## config.mk

```make
export PLATFORM = sky130hd
export DESIGN_NAME = scariv_br_upd_queue
export DESIGN_NICKNAME = d
export VERILOG_FILES = /design/src/rtl/scariv_br_upd_queue.sv
export SDC_FILE = /design/constraint.sdc
export NUM_CORES = 1
export LEC_CHECK = 0
export CAP_MARGIN = 10
export CORE_MARGIN = 2
export CORE_UTILIZATION = 35
export CTS_CLUSTER_DIAMETER = 200
export DETAILED_ROUTE_END_ITERATION = 16
export PLACE_DENSITY = 0.59
export SLEW_MARGIN = 20
export SYNTH_ARGS = -nofsm -noshare
export SYNTH_HDL_FRONTEND = slang
export SYNTH_SLANG_ARGS = --single-unit
```

## constraint.sdc

```tcl
create_clock -name i_clk -period 19.79 [get_ports i_clk]
set_input_delay 1.979 -clock i_clk [delete_from_list [all_inputs] [get_ports i_clk]]
set_output_delay 1.979 -clock i_clk [all_outputs]
set_load 0.05 [all_outputs]
```

## src/rtl/scariv_br_upd_queue.sv

```systemverilog
// Multi-channel branch-update queue: compacts up to CH records per cycle into a
// circular FIFO and drains one per cycle to the predictor update port.
module scariv_br_upd_queue #(
    parameter int CH       = 2,
    parameter int DEPTH    = 8,
    parameter int W        = 128,
    parameter int BLOCKING = 1
) (
    input  logic                      i_clk,
    input  logic                      i_reset,
    input  logic [CH-1:0]             i_valid,
    input  logic [CH-1:0][W-1:0]      i_payload,
    input  logic [CH-1:0]             i_mispredict,
    output logic                      o_ready,
    input  logic                      i_flush,
    output logic                      o_valid,
    output logic [W-1:0]              o_payload,
    output logic                      o_mispredict,
    input  logic                      i_ready,
    output logic [$clog2(DEPTH):0]    o_count,
    output logic [15:0]               o_drop_cnt
);

    localparam int AW = $clog2(DEPTH);
    localparam int PW = AW + 1;
    localparam logic [PW-1:0] DEPTH_P = PW'(DEPTH);
    localparam logic [PW-1:0] CH_P    = PW'(CH);

    logic [PW-1:0]          wr_ptr_reg, wr_ptr_next;
    logic [PW-1:0]          rd_ptr_reg, rd_ptr_next;
    logic [PW-1:0]          count, free_space, allowed, n_valid, written, dropped;
    logic [CH-1:0][PW-1:0]  slot_ofs;
    logic [CH-1:0]          wr_en;
    logic                   pop;
    logic [15:0]            drop_cnt_reg, drop_cnt_next;
    logic [16:0]            drop_sum;
    logic [W:0]             mem [DEPTH];

    assign count      = wr_ptr_reg - rd_ptr_reg;
    assign free_space = DEPTH_P - count;
    assign o_count    = count;
    assign o_valid    = (count != '0);
    assign o_ready    = (BLOCKING != 0) ? (free_space >= CH_P) : 1'b1;
    assign o_drop_cnt = drop_cnt_reg;

    assign {o_mispredict, o_payload} = mem[rd_ptr_reg[AW-1:0]];

    // Each valid channel's slot offset is the number of valid channels below it.
    always_comb begin
        n_valid  = '0;
        slot_ofs = '0;
        for (int c = 0; c < CH; c++) begin
            slot_ofs[c] = n_valid;
            n_valid     = n_valid + PW'(i_valid[c]);
        end
    end

    // Blocking mode accepts the whole set or nothing; drop mode accepts up to the free space.
    assign allowed = (BLOCKING != 0) ? (o_ready ? CH_P : '0) : free_space;
    assign written = i_flush ? '0 : ((n_valid < allowed) ? n_valid : allowed);
    assign dropped = ((BLOCKING != 0) || i_flush) ? '0 : (n_valid - written);

    generate
        for (genvar gi = 0; gi < CH; gi++) begin : g_wr_en
            assign wr_en[gi] = i_valid[gi] && !i_flush && !i_reset && (slot_ofs[gi] < allowed);
        end
    endgenerate

    assign pop         = o_valid && i_ready && !i_flush;
    assign wr_ptr_next = i_flush ? rd_ptr_reg : (wr_ptr_reg + written);
    assign rd_ptr_next = rd_ptr_reg + PW'(pop);

    assign drop_sum      = {1'b0, drop_cnt_reg} + 17'(dropped);
    assign drop_cnt_next = drop_sum[16] ? 16'hFFFF : drop_sum[15:0];

    always_ff @(posedge i_clk) begin
        if (i_reset) begin
            wr_ptr_reg   <= '0;
            rd_ptr_reg   <= '0;
            drop_cnt_reg <= '0;
        end else begin
            wr_ptr_reg   <= wr_ptr_next;
            rd_ptr_reg   <= rd_ptr_next;
            drop_cnt_reg <= drop_cnt_next;
        end
    end

    // Storage is deliberately not reset; the pointers define which slots are live.
    always_ff @(posedge i_clk) begin
        for (int c = 0; c < CH; c++) begin
            if (wr_en[c]) begin
                mem[wr_ptr_reg[AW-1:0] + slot_ofs[c][AW-1:0]] <= {i_mispredict[c], i_payload[c]};
            end
        end
    end

endmodule
```

==> results of run 1 <==
placed cells by master (no fill, tap or decap), types with 2 or more instances in the layout:
cell and n:
mux2_2 1032, edfxtp_1 1032, nand2_1 411, clkdlybuf4s50_1 398, mux4_2 258, clkbuf_16 119
buf_4 51, clkbuf_1 38, clkinv_1 29, conb_1 16, nor2_1 12, ha_1 12
clkinv_2 12, diode_2 9, inv_1 9, buf_12 9, a21oi_4 8, o21ai_0 8
nor4_2 8, a21oi_1 7, xor2_1 5, dfxtp_1 5, xnor2_1 4, bufinv_16 4
nand3b_1 3, nor3b_1 3, and3b_1 3, clkinv_16 3, dfxtp_4 3, nand3_1 2
nor2b_1 2, mux2i_1 2, fa_1 2, clkbuf_8 2, clkinvlp_4 2, clkinv_4 2
metal layers:
metal  share of wire [%]  routed length (um)
met5                0.22                 325
met4                 2.2                3280
met3                 5.7                8390
met2                  50               73500
met1                  42               62800
metrics by stage:
stage / instances / hold slack, ns / power (W) / utilization [%] / setup slack (ns)
CTS: 5470 / 0.578 / 0.00668 / 41.3 / 11.26
finish: 5479 / 0.575 / 0.00660 / 41.3 / 11.53
global route: 5477 / 0.622 / 0.00686 / 41.3 / 10.95
floorplan: 3077 / 0.520 / 0.00399 / - / 3.66
detailed placement: 5258 / 0.565 / 0.00461 / 38.9 / 12.08
global placement: 5257 / 0.544 / 0.00460 / 38.9 / 12.09
worst max-delay path by stage:
stage / depth (start not counted) / to / start / slack (ns)
floorplan: 7 / mem[0][0]$_DFFE_PP_ / i_valid[0] / 3.66
global placement: 8 / o_payload[53] / rd_ptr_reg[0]$_SDFF_PP0_ / 12.09
detailed placement: 8 / o_payload[53] / rd_ptr_reg[0]$_SDFF_PP0_ / 12.08
CTS: 8 / o_payload[53] / rd_ptr_reg[0]$_SDFF_PP0_ / 11.26
global route: 8 / o_payload[56] / rd_ptr_reg[0]$_SDFF_PP0_ / 10.95
finish: 8 / o_payload[56] / rd_ptr_reg[0]$_SDFF_PP0_ / 11.53
synth_stat cells:
library cell and instances:
nor2_1 12, a21o_1 1, dfxtp_1 8, nand2_1 411, nand3_1 2, nor2b_1 2
buf_2 25, nor3b_1 3, clkbuf_1 50, inv_1 10, nor3_2 1, nor4_1 8
and3_1 1, nor4b_1 1, a21oi_1 15, and2_1 1, and3b_1 3, mux2i_1 2
edfxtp_1 1032, o21ai_0 8, nand3b_1 3, buf_1 27, buf_4 40, mux4_2 258
xnor2_1 4, nor3_1 1, xor3_1 1, mux2_2 1032, buf_6 80, conb_1 1
ha_1 12, fa_1 2, xor2_1 5
area by class of cell:
cell class	count	area, um^2	share of cell area, %
flip-flops and latches	1040	31200	50.6
clock buffers	159	3150	5.11
inverters	10	42.5	0.0690
repair buffers	459	4570	7.42
diodes	9	22.5	0.0365
multi-input cells	1805	19800	32.2
clock inverters	53	428	0.694
well taps	1944	2430	3.95
worst reg2reg max path, cell delays in order (launching register included):
cell     delay [ns]
dfxtp_4        0.91
inv_6          0.35
ha_1           0.48
xor2_1         0.30
nand3_1        0.13
xor3_1         0.54
and2_1         0.51
nor4_2         0.64
buf_12         0.61
buf_4          0.81
kinds of logic after synthesis:
logic type	after synthesis	share of synthesized area (%)
other cells	1	0.00715
simple gates	449	3.37
buf+inv	232	3.15
xor+xnor	10	0.196
flops	1040	59.4
compound gates	24	0.234
fa+ha+maj	14	0.363
mux	1292	33.3
power by group through the flow:
stage | clock network [W] | registers (W) | logic, W
global placement | 0 | 0.00266 | 0.00194
global route | 0.00220 | 0.00262 | 0.00203
floorplan | 0 | 0.00268 | 0.00131
detailed placement | 0 | 0.00266 | 0.00194
finish | 0.00206 | 0.00261 | 0.00192
CTS | 0.00211 | 0.00262 | 0.00195
==> qor.txt, run 1 <==
Status -> finished clean
Flip-flop and latch count after synthesis -> 1040
Setup CP Type -> flip-flop to output pin
Cell breakdown of the critical path -> buf_4 -> buf_4 -> buf_4 -> buf_4 -> mux4_2 -> nand2_1 -> nand2_1 -> clkdlybuf4s50_1
Final instance area -> 61600 um^2
Hold Fails Final Rpt -> 0
F_max -> 0.121 GHz
R2R Setup Slk -> 14.08 ns
Post-Syn Area per Cell -> 17.1 um^2
Reg clk slew, reported paths -> 0.06 ns
Max VDD drop -> 87.7 uV
Die area -> 153000 um^2
Hold path depth -> 2
GRT Max-Usage Layer -> met2
R2r endpoint -> mem[5][44]$_DFFE_PP_
Max Buffers Root-to-Sink -> 3
Via count -> 29300
Crit path max fanout -> 42
Seq/Total Area, Yosys -> 59.4%
Pint -> 0.00450 W
Core box area -> 149000 um^2
Setup TNS -> 0 ns
Setup Skew -> 0.0290 ns
Hold Crit Class -> flip-flop to flip-flop
GR Util met3 -> 4.07%
Root Driver -> clkbuf_16
CP peak stage delay -> 0.82 ns
Routed Antenna Nets -> 0
Cells after synthesis -> 3062
CTS tree -> built
CP max stage cell -> buf_4
Vias in the first global route -> 31200
Vias per Instance -> 5.34
Startpoint types -> flip-flop
Largest net degree at the start of global routing -> 114
Placed inst area -> 58000 um^2
Sw Ratio -> 31.8%
Most common cell on crit path -> buf_4
Mapped Area -> 52400 um^2
Area Growth Syn to Fin -> 17.5%
Sequential Power Share -> 39.6%
Hold Buf Count CTS -> 0
Warning count from the yosys run -> 0
Hold Startpoint -> rd_ptr_reg[3]$_SDFF_PP0_
Count of final setup violators -> 0
Die Y -> 391 um
Critical R2R Launch -> rd_ptr_reg[2]$_SDFF_PP0_
Layout cells sized above 1 -> 43.0%
Clk pwr share -> 31.3%
DR pass1 iterations -> 5
Dominant cell type by area after synthesis -> edfxtp_1
Clk sinks -> 1040
WL per Instance -> 27.1 um
Grt ovf -> 0
Post-CTS sizing -> 0
Sink of the worst hold path -> wr_ptr_reg[3]$_SDFF_PP0_
Max-cap viol count -> 0
Pleak -> 19.5 nW
Residual DRC -> 0
Combinational group share of total power -> 29.2%
Final HPWL DP -> 79100 um
Endpoint class of the critical path -> output pin
Critical Path RT -> 17.81 ns
Reg2Reg Depth -> 9
Delay-heaviest family, CP -> buffers and inverters
CTS H-Tree Depth -> 3
TritonCTS Buffers -> 118
Count of cell types in the netlist -> 33
Net switching power -> 0.00210 W
Final Cycle Share -> 41.7%
Core Rows -> 142
Antenna violations before repair -> 34
IO Pins -> 415
PortBufs -> 398
Post-CTS Repair Setup Buffers -> 0
Chip Width -> 391 um
RSZ-0062 raised after global routing -> false
Filler cells -> 13600
Clock Latency Late Sink -> 0.76 ns
Largest cells by area after synthesis -> edfxtp_1 59%, mux2_2 22%, mux4_2 11%
PwrDens -> 107 nW/um^2
GP Congestion -> 0.739
Top cell type's share of synthesized area -> 59.1%
CP bufs+invs -> 5
Met2 Use GR -> 32.5%
Tot GR Track Use -> 19.2%
Worst path arrival time -> 6.28 ns
M1 GR Usage -> 24.9%
Slew HR -> 28.8%
NumNets Final -> 3712
Drt total wl -> 148000 um
Starting Density -> 35.1%
Max reg flops -> 1032
First-pass GRT wire length -> 215000 um
Fin crit period -> 8.26 ns
DR iter-0 viols -> 2019
Final Max Slew Viols -> 0
Worst Max-Slew Pin Slew -> 1.07 ns
Note: power is estimated with default switching activity, not from simulation.
==> inputs of run 2 (changes only) <==
Clock period 19.79 ns to 8 ns, I/O delays scaled along.
==> run 2 against run 1 <==
Cell count decreased by 0.13%. Critical path depth unchanged. Clock power increased to 2.5 times the previous value. Register-to-register slack got worse by 11 ns. Die area unchanged. Wire length decreased by 3.5%. Hold slack got worse by 0.0050 ns. Cell area increased by 0.38%. Clock skew decreased by 0.0052 ns. Setup slack got worse by 9.7 ns. Critical endpoint is now o_ready.
==> qor.txt, run 2 (synthesized netlist as in run 1, its figures left out) <==
Crit path max fanout -> 48 (+14%)
Hold Crit Class -> flip-flop to flip-flop
Worst path arrival time -> 5.39 ns (-0.89 ns)
Filler cells -> 13500 (-1.1%)
Max VDD drop -> 187 uV (+110%)
Grt ovf -> 0 (unchanged)
Hold Startpoint -> rd_ptr_reg[3]$_SDFF_PP0_
PortBufs -> 398 (unchanged)
CTS tree -> built
Residual DRC -> 0 (unchanged)
Largest net degree at the start of global routing -> 130 (+14%)
Post-CTS Repair Setup Buffers -> 0 (unchanged)
Setup CP Type -> flip-flop to output pin
CTS H-Tree Depth -> 3 (unchanged)
Final WS setup -> 1.81 ns (-9.72 ns)
Endpoint class of the critical path -> output pin
Slew HR -> 26.7% (-2.1 points)
Status -> finished clean
DR iter-0 viols -> 2178 (+7.9%)
Sink of the worst hold path -> rd_ptr_reg[3]$_SDFF_PP0_
First-pass GRT wire length -> 211000 um (-2.1%)
Max-cap viol count -> 0 (unchanged)
Tot GR Track Use -> 18.7% (-0.56 points)
F_max -> 0.162 GHz
Critical Path RT -> 7.20 ns (-10.61 ns)
Max Buffers Root-to-Sink -> 3 (unchanged)
Setup Skew -> 0.0238 ns (-0.00518 ns)
Commonest cells after routing, fill and taps aside -> 1032 x mux2_2, 1032 x edfxtp_1, 411 x nand2_1
Clk sinks -> 1040 (unchanged)
Vias in the first global route -> 31000 (-0.56%)
Pleak -> 19.5 nW (+0.30%)
Final Max Slew Viols -> 0 (unchanged)
DP Worst Slack -> 2.53 ns (-9.55 ns)
Area Growth Syn to Fin -> 18.0%
Hold path depth -> 2 (unchanged)
WL per Instance -> 26.1 um (-3.4%)
Worst Max-Slew Pin Slew -> 1.10 ns (+0.0311 ns)
Die area -> 153000 um^2 (unchanged)
Hold Buf Count CTS -> 0 (unchanged)
TritonCTS Buffers -> 117 (-0.85%)
Post-CTS sizing -> 0 (unchanged)
Final Cycle Share -> 77.4%
R2r endpoint -> mem[6][88]$_DFFE_PP_
Critical R2R Launch -> rd_ptr_reg[2]$_SDFF_PP0_
Clock Latency Late Sink -> 0.76 ns (about the same)
R2R Setup Slk -> 2.67 ns (-11.41 ns)
Core box area -> 149000 um^2 (unchanged)
Startpoint types -> flip-flop
PwrDens -> 266 nW/um^2 (+150%)
RSZ-0062 raised after global routing -> false
Starting Density -> 35.1% (unchanged)
Fin crit period -> 6.19 ns
Total power -> 0.0165 W (+150%)
Count of final setup violators -> 0 (unchanged)
Final HPWL DP -> 77700 um (-1.7%)
Core Rows -> 142 (unchanged)
Chip Width -> 391 um (unchanged)
Reg clk slew, reported paths -> 0.06 ns (about the same)
Root Driver -> clkbuf_16
Max reg flops -> 1032 (unchanged)
Layout cells sized above 1 -> 43.3% (+0.26 points)
Routed Antenna Nets -> 0 (unchanged)
Antenna violations before repair -> 31 (-8.8%)
Vias per Instance -> 5.26 (-1.6%)
Reg2Reg Depth -> 9 (unchanged)
Die Y -> 391 um (unchanged)
GP Congestion -> 0.728 (-1.4%)
IO Pins -> 415 (unchanged)
Hold Fails Final Rpt -> 0 (unchanged)
Drt total wl -> 143000 um (-3.5%)
Via count -> 28800 (-1.7%)
DR pass1 iterations -> 5 (unchanged)
NumNets Final -> 3703 (-0.24%)
==> run 2: cell count changes in the layout (fill, tap and decap cells not counted), moves of 8 or more <==
| cell | delta |
|---|---|
| buf_12 | +11 |
| buf_4 | -21 |
| clkbuf_1 | -10 |
| clkinv_2 | +12 |
| nor4_2 | -8 |
| nor4_4 | +8 |
==> run 2: worst max path at each step <==
stage | to | from
2_1_floorplan | mem[4][0]$_DFFE_PP_ | rd_ptr_reg[1]$_SDFF_PP0_
3_5_place_dp | o_ready | rd_ptr_reg[2]$_SDFF_PP0_
3_3_place_gp | o_ready | rd_ptr_reg[2]$_SDFF_PP0_
6_report | o_ready | rd_ptr_reg[2]$_SDFF_PP0_
4_1_cts | o_ready | rd_ptr_reg[2]$_SDFF_PP0_
5_1_grt | o_ready | rd_ptr_reg[2]$_SDFF_PP0_
==> run 2: stage by stage <==
stage / hold WS, ns / instance area (um^2) / util (%) / setup TNS [ns] / cells
2_1_floorplan: 0.520 / 52500 / - / -2431.33 / 3077
3_3_place_gp: 0.543 / 58200 / 39.0 / 0 / 5247
3_5_place_dp: 0.563 / 58200 / 39.0 / 0 / 5247
4_1_cts: 0.576 / 61800 / 41.4 / 0 / 5457
5_1_grt: 0.627 / 61900 / 41.5 / 0 / 5467
6_report: 0.570 / 61900 / 41.5 / 0 / 5472
==> run 2: metal layers <==
metal	share of wire, %	global-route usage (%)	up-vias	wire length [um]
met5	0.18	0	-	253
met4	2.3	5.08	40	3250
met3	5.3	3.84	231	7580
met2	50	32.2	684	71600
met1	42	23.7	15000	60300
li1	-	-	12800	-
==> run 2: final cells by class <==
type / instances / area, um^2 / area share [%]
Sequential cell: 1040 / 31200 / 50.4
Multi-Input combinational cell: 1805 / 19900 / 32.2
Timing Repair Buffer: 451 / 4690 / 7.58
Clock buffer: 146 / 3060 / 4.94
Tap cell: 1944 / 2430 / 3.93
Clock inverter: 64 / 559 / 0.904
Inverter: 10 / 42.5 / 0.0687
Antenna cell: 12 / 30.0 / 0.0485
==> run 2: worst max-delay path: stages (launching register included) <==
cell             delay (ns)
dfxtp_4                0.86
inv_6                  0.31
ha_1                   0.44
xor2_1                 0.33
nand3_1                0.13
xor3_1                 0.80
and2_1                 0.85
inv_1                  0.14
clkdlybuf4s50_1        0.75
==> run 2: power breakdown <==
group	switching [W]	internal [W]	total (W)
sequential	0.000115	0.00636	0.00648
clock	0.00225	0.00295	0.00521
combinational	0.00287	0.00191	0.00478
==> inputs of run 3 (changes only) <==
Clock period 8 ns to 6.3 ns, I/O delays scaled along.
==> run 3 against run 2 <==
Core utilization increased by 0.25 points. Clock skew about the same. Critical path depth decreased by 3. Die area unchanged. Non-clock buffer count increased by 5. Global-route usage increased by 0.26 points. Setup slack got worse by 0.58 ns. Sequential share of layout area decreased by 0.30 points. Critical path type unchanged. Largest power group unchanged. Highest routed layer unchanged.
==> qor.txt, run 3 (synthesized netlist as in run 1, its figures left out) <==
Status -> finished clean
Final core utilization -> 41.7% (+0.25 points)
Post-CTS Repair Setup Buffers -> 0 (unchanged)
Final Cycle Share -> 80.5%
NumNets Final -> 3708 (+0.14%)
Critical Path RT -> 5.67 ns (-1.53 ns)
First-pass GRT wire length -> 213000 um (+1.0%)
Largest net degree at the start of global routing -> 127 (-2.3%)
Final HPWL DP -> 78000 um (+0.35%)
Post-Layout Cell Count -> 5479 (+0.13%)
Sw Ratio -> 31.4% (-0.38 points)
Chip Width -> 391 um (unchanged)
Final Max Slew Viols -> 0 (unchanged)
Slew HR -> 31.3% (+4.6 points)
Starting Density -> 35.1% (unchanged)
Grt ovf -> 0 (unchanged)
Reg clk slew, reported paths -> 0.06 ns (about the same)
Clk sinks -> 1040 (unchanged)
Commonest cells after routing, fill and taps aside -> 1032 x mux2_2, 1032 x edfxtp_1, 411 x nand2_1
Vias per Instance -> 5.27 (+0.29%)
Fin crit period -> 5.07 ns
Setup Skew -> 0.0243 ns (+0.000420 ns)
DR pass1 iterations -> 5 (unchanged)
Residual DRC -> 0 (unchanged)
Core Rows -> 142 (unchanged)
Crit path max fanout -> 57 (+19%)
Net switching power -> 0.00663 W (+27%)
Combinational group share of total power -> 29.1% (about the same)
Worst Max-Slew Pin Slew -> 1.03 ns (-0.0695 ns)
WL per Instance -> 26.5 um (+1.2%)
Pint -> 0.0145 W (+29%)
Endpoint class of the critical path -> output pin
IO Pins -> 415 (unchanged)
RSZ-0062 raised after global routing -> false
Vias in the first global route -> 31100 (+0.30%)
CTS tree -> built
Setup CP Type -> flip-flop to output pin
Die Y -> 391 um (unchanged)
Post-CTS sizing -> 0 (unchanged)
GP Congestion -> 0.749 (+2.9%)
Worst path arrival time -> 4.44 ns (-0.95 ns)
Count of final setup violators -> 0 (unchanged)
Antenna violations before repair -> 28 (-9.7%)
Clk pwr share -> 32.1% (+0.5 points)
GR Util met3 -> 3.47% (-0.37 points)
CTS H-Tree Depth -> 3 (unchanged)
F_max -> 0.197 GHz
Min Hold Slack -> 0.572 ns (+0.00204 ns)
PwrDens -> 339 nW/um^2 (+27%)
Met2 Use GR -> 33.2% (+1.0 points)
Max VDD drop -> 276 uV (+48%)
Hold Crit Class -> flip-flop to flip-flop
PortBufs -> 398 (unchanged)
Die area -> 153000 um^2 (unchanged)
Startpoint types -> flip-flop
Routed Antenna Nets -> 0 (unchanged)
Clock Latency Late Sink -> 0.76 ns (about the same)
Max reg flops -> 1032 (unchanged)
Dpl cells -> 5255 (+0.15%)
DR iter-0 viols -> 1683 (-23%)
GRT Max-Usage Layer -> met2
Via count -> 28900 (+0.41%)
Pleak -> 19.7 nW (+0.62%)
M1 GR Usage -> 23.8% (+0.086 points)
Max-cap viol count -> 0 (unchanged)
TritonCTS Buffers -> 117 (unchanged)
Sequential Power Share -> 38.9% (-0.4 points)
Core box area -> 149000 um^2 (unchanged)
Root Driver -> clkbuf_16
Area Growth Syn to Fin -> 18.7%
Drt total wl -> 145000 um (+1.4%)
Hold Fails Final Rpt -> 0 (unchanged)
Max Buffers Root-to-Sink -> 3 (unchanged)
Hold Buf Count CTS -> 0 (unchanged)
Layout cells sized above 1 -> 43.7% (+0.36 points)
Tot GR Track Use -> 18.9% (+0.26 points)
[run 3: worst max-delay path, stage by stage (launching register included)]
cell and delay, ns:
dfxtp_4 0.72, buf_4 0.75, buf_4 0.88, nand2_1 0.26
nand2_1 0.21, clkdlybuf4s50_1 0.83
[run 3: worst paths after layout]
kind,slack [ns],end,from,cells after the start
setup reg to reg,1.93,mem[4][84]$_DFFE_PP_,rd_ptr_reg[1]$_SDFF_PP0_,6
hold reg to reg,0.57,rd_ptr_reg[3]$_SDFF_PP0_,rd_ptr_reg[3]$_SDFF_PP0_,2
setup / recovery,1.23,o_payload[44],rd_ptr_reg[2]$_SDFF_PP0_,5
hold / removal,0.57,rd_ptr_reg[3]$_SDFF_PP0_,rd_ptr_reg[3]$_SDFF_PP0_,2
[run 3: per-stage QoR]
step	cell area, um^2	setup WS, ns	setup TNS [ns]	total power [W]
final	62300	1.23	0	0.0211
after global routing	62200	0.991	0	0.0219
after CTS	62200	1.06	0	0.0214
after detailed placement	58500	1.88	0	0.0146
after global placement	58500	1.87	0	0.0145
after floorplan	52700	-0.308	-317.91	0.0126
[run 3: routing by layer]
metal	wire [um]	vias to the layer above
met5	259	-
met4	3080	40
met3	7070	215
met2	73700	615
met1	60900	15200
li1	-	12900
[run 3: layout make-up]
class | instances | area [um^2]
fillers | 13500 | 87000
flip-flops and latches | 1040 | 31200
multi-input cells | 1805 | 20000
repair buffers | 456 | 4880
clock buffers | 148 | 3090
well taps | 1944 | 2430
clock inverters | 69 | 672
inverters | 10 | 42.5
diodes | 7 | 17.5
[run 3: power groups by stage]
stage / Clock, W / Combinational, W / Sequential, W
6_report: 0.00677 / 0.00613 / 0.00820
5_1_grt: 0.00717 / 0.00650 / 0.00823
4_1_cts: 0.00693 / 0.00623 / 0.00821
3_5_place_dp: 0 / 0.00621 / 0.00835
3_3_place_gp: 0 / 0.00619 / 0.00834
2_1_floorplan: 0 / 0.00426 / 0.00831
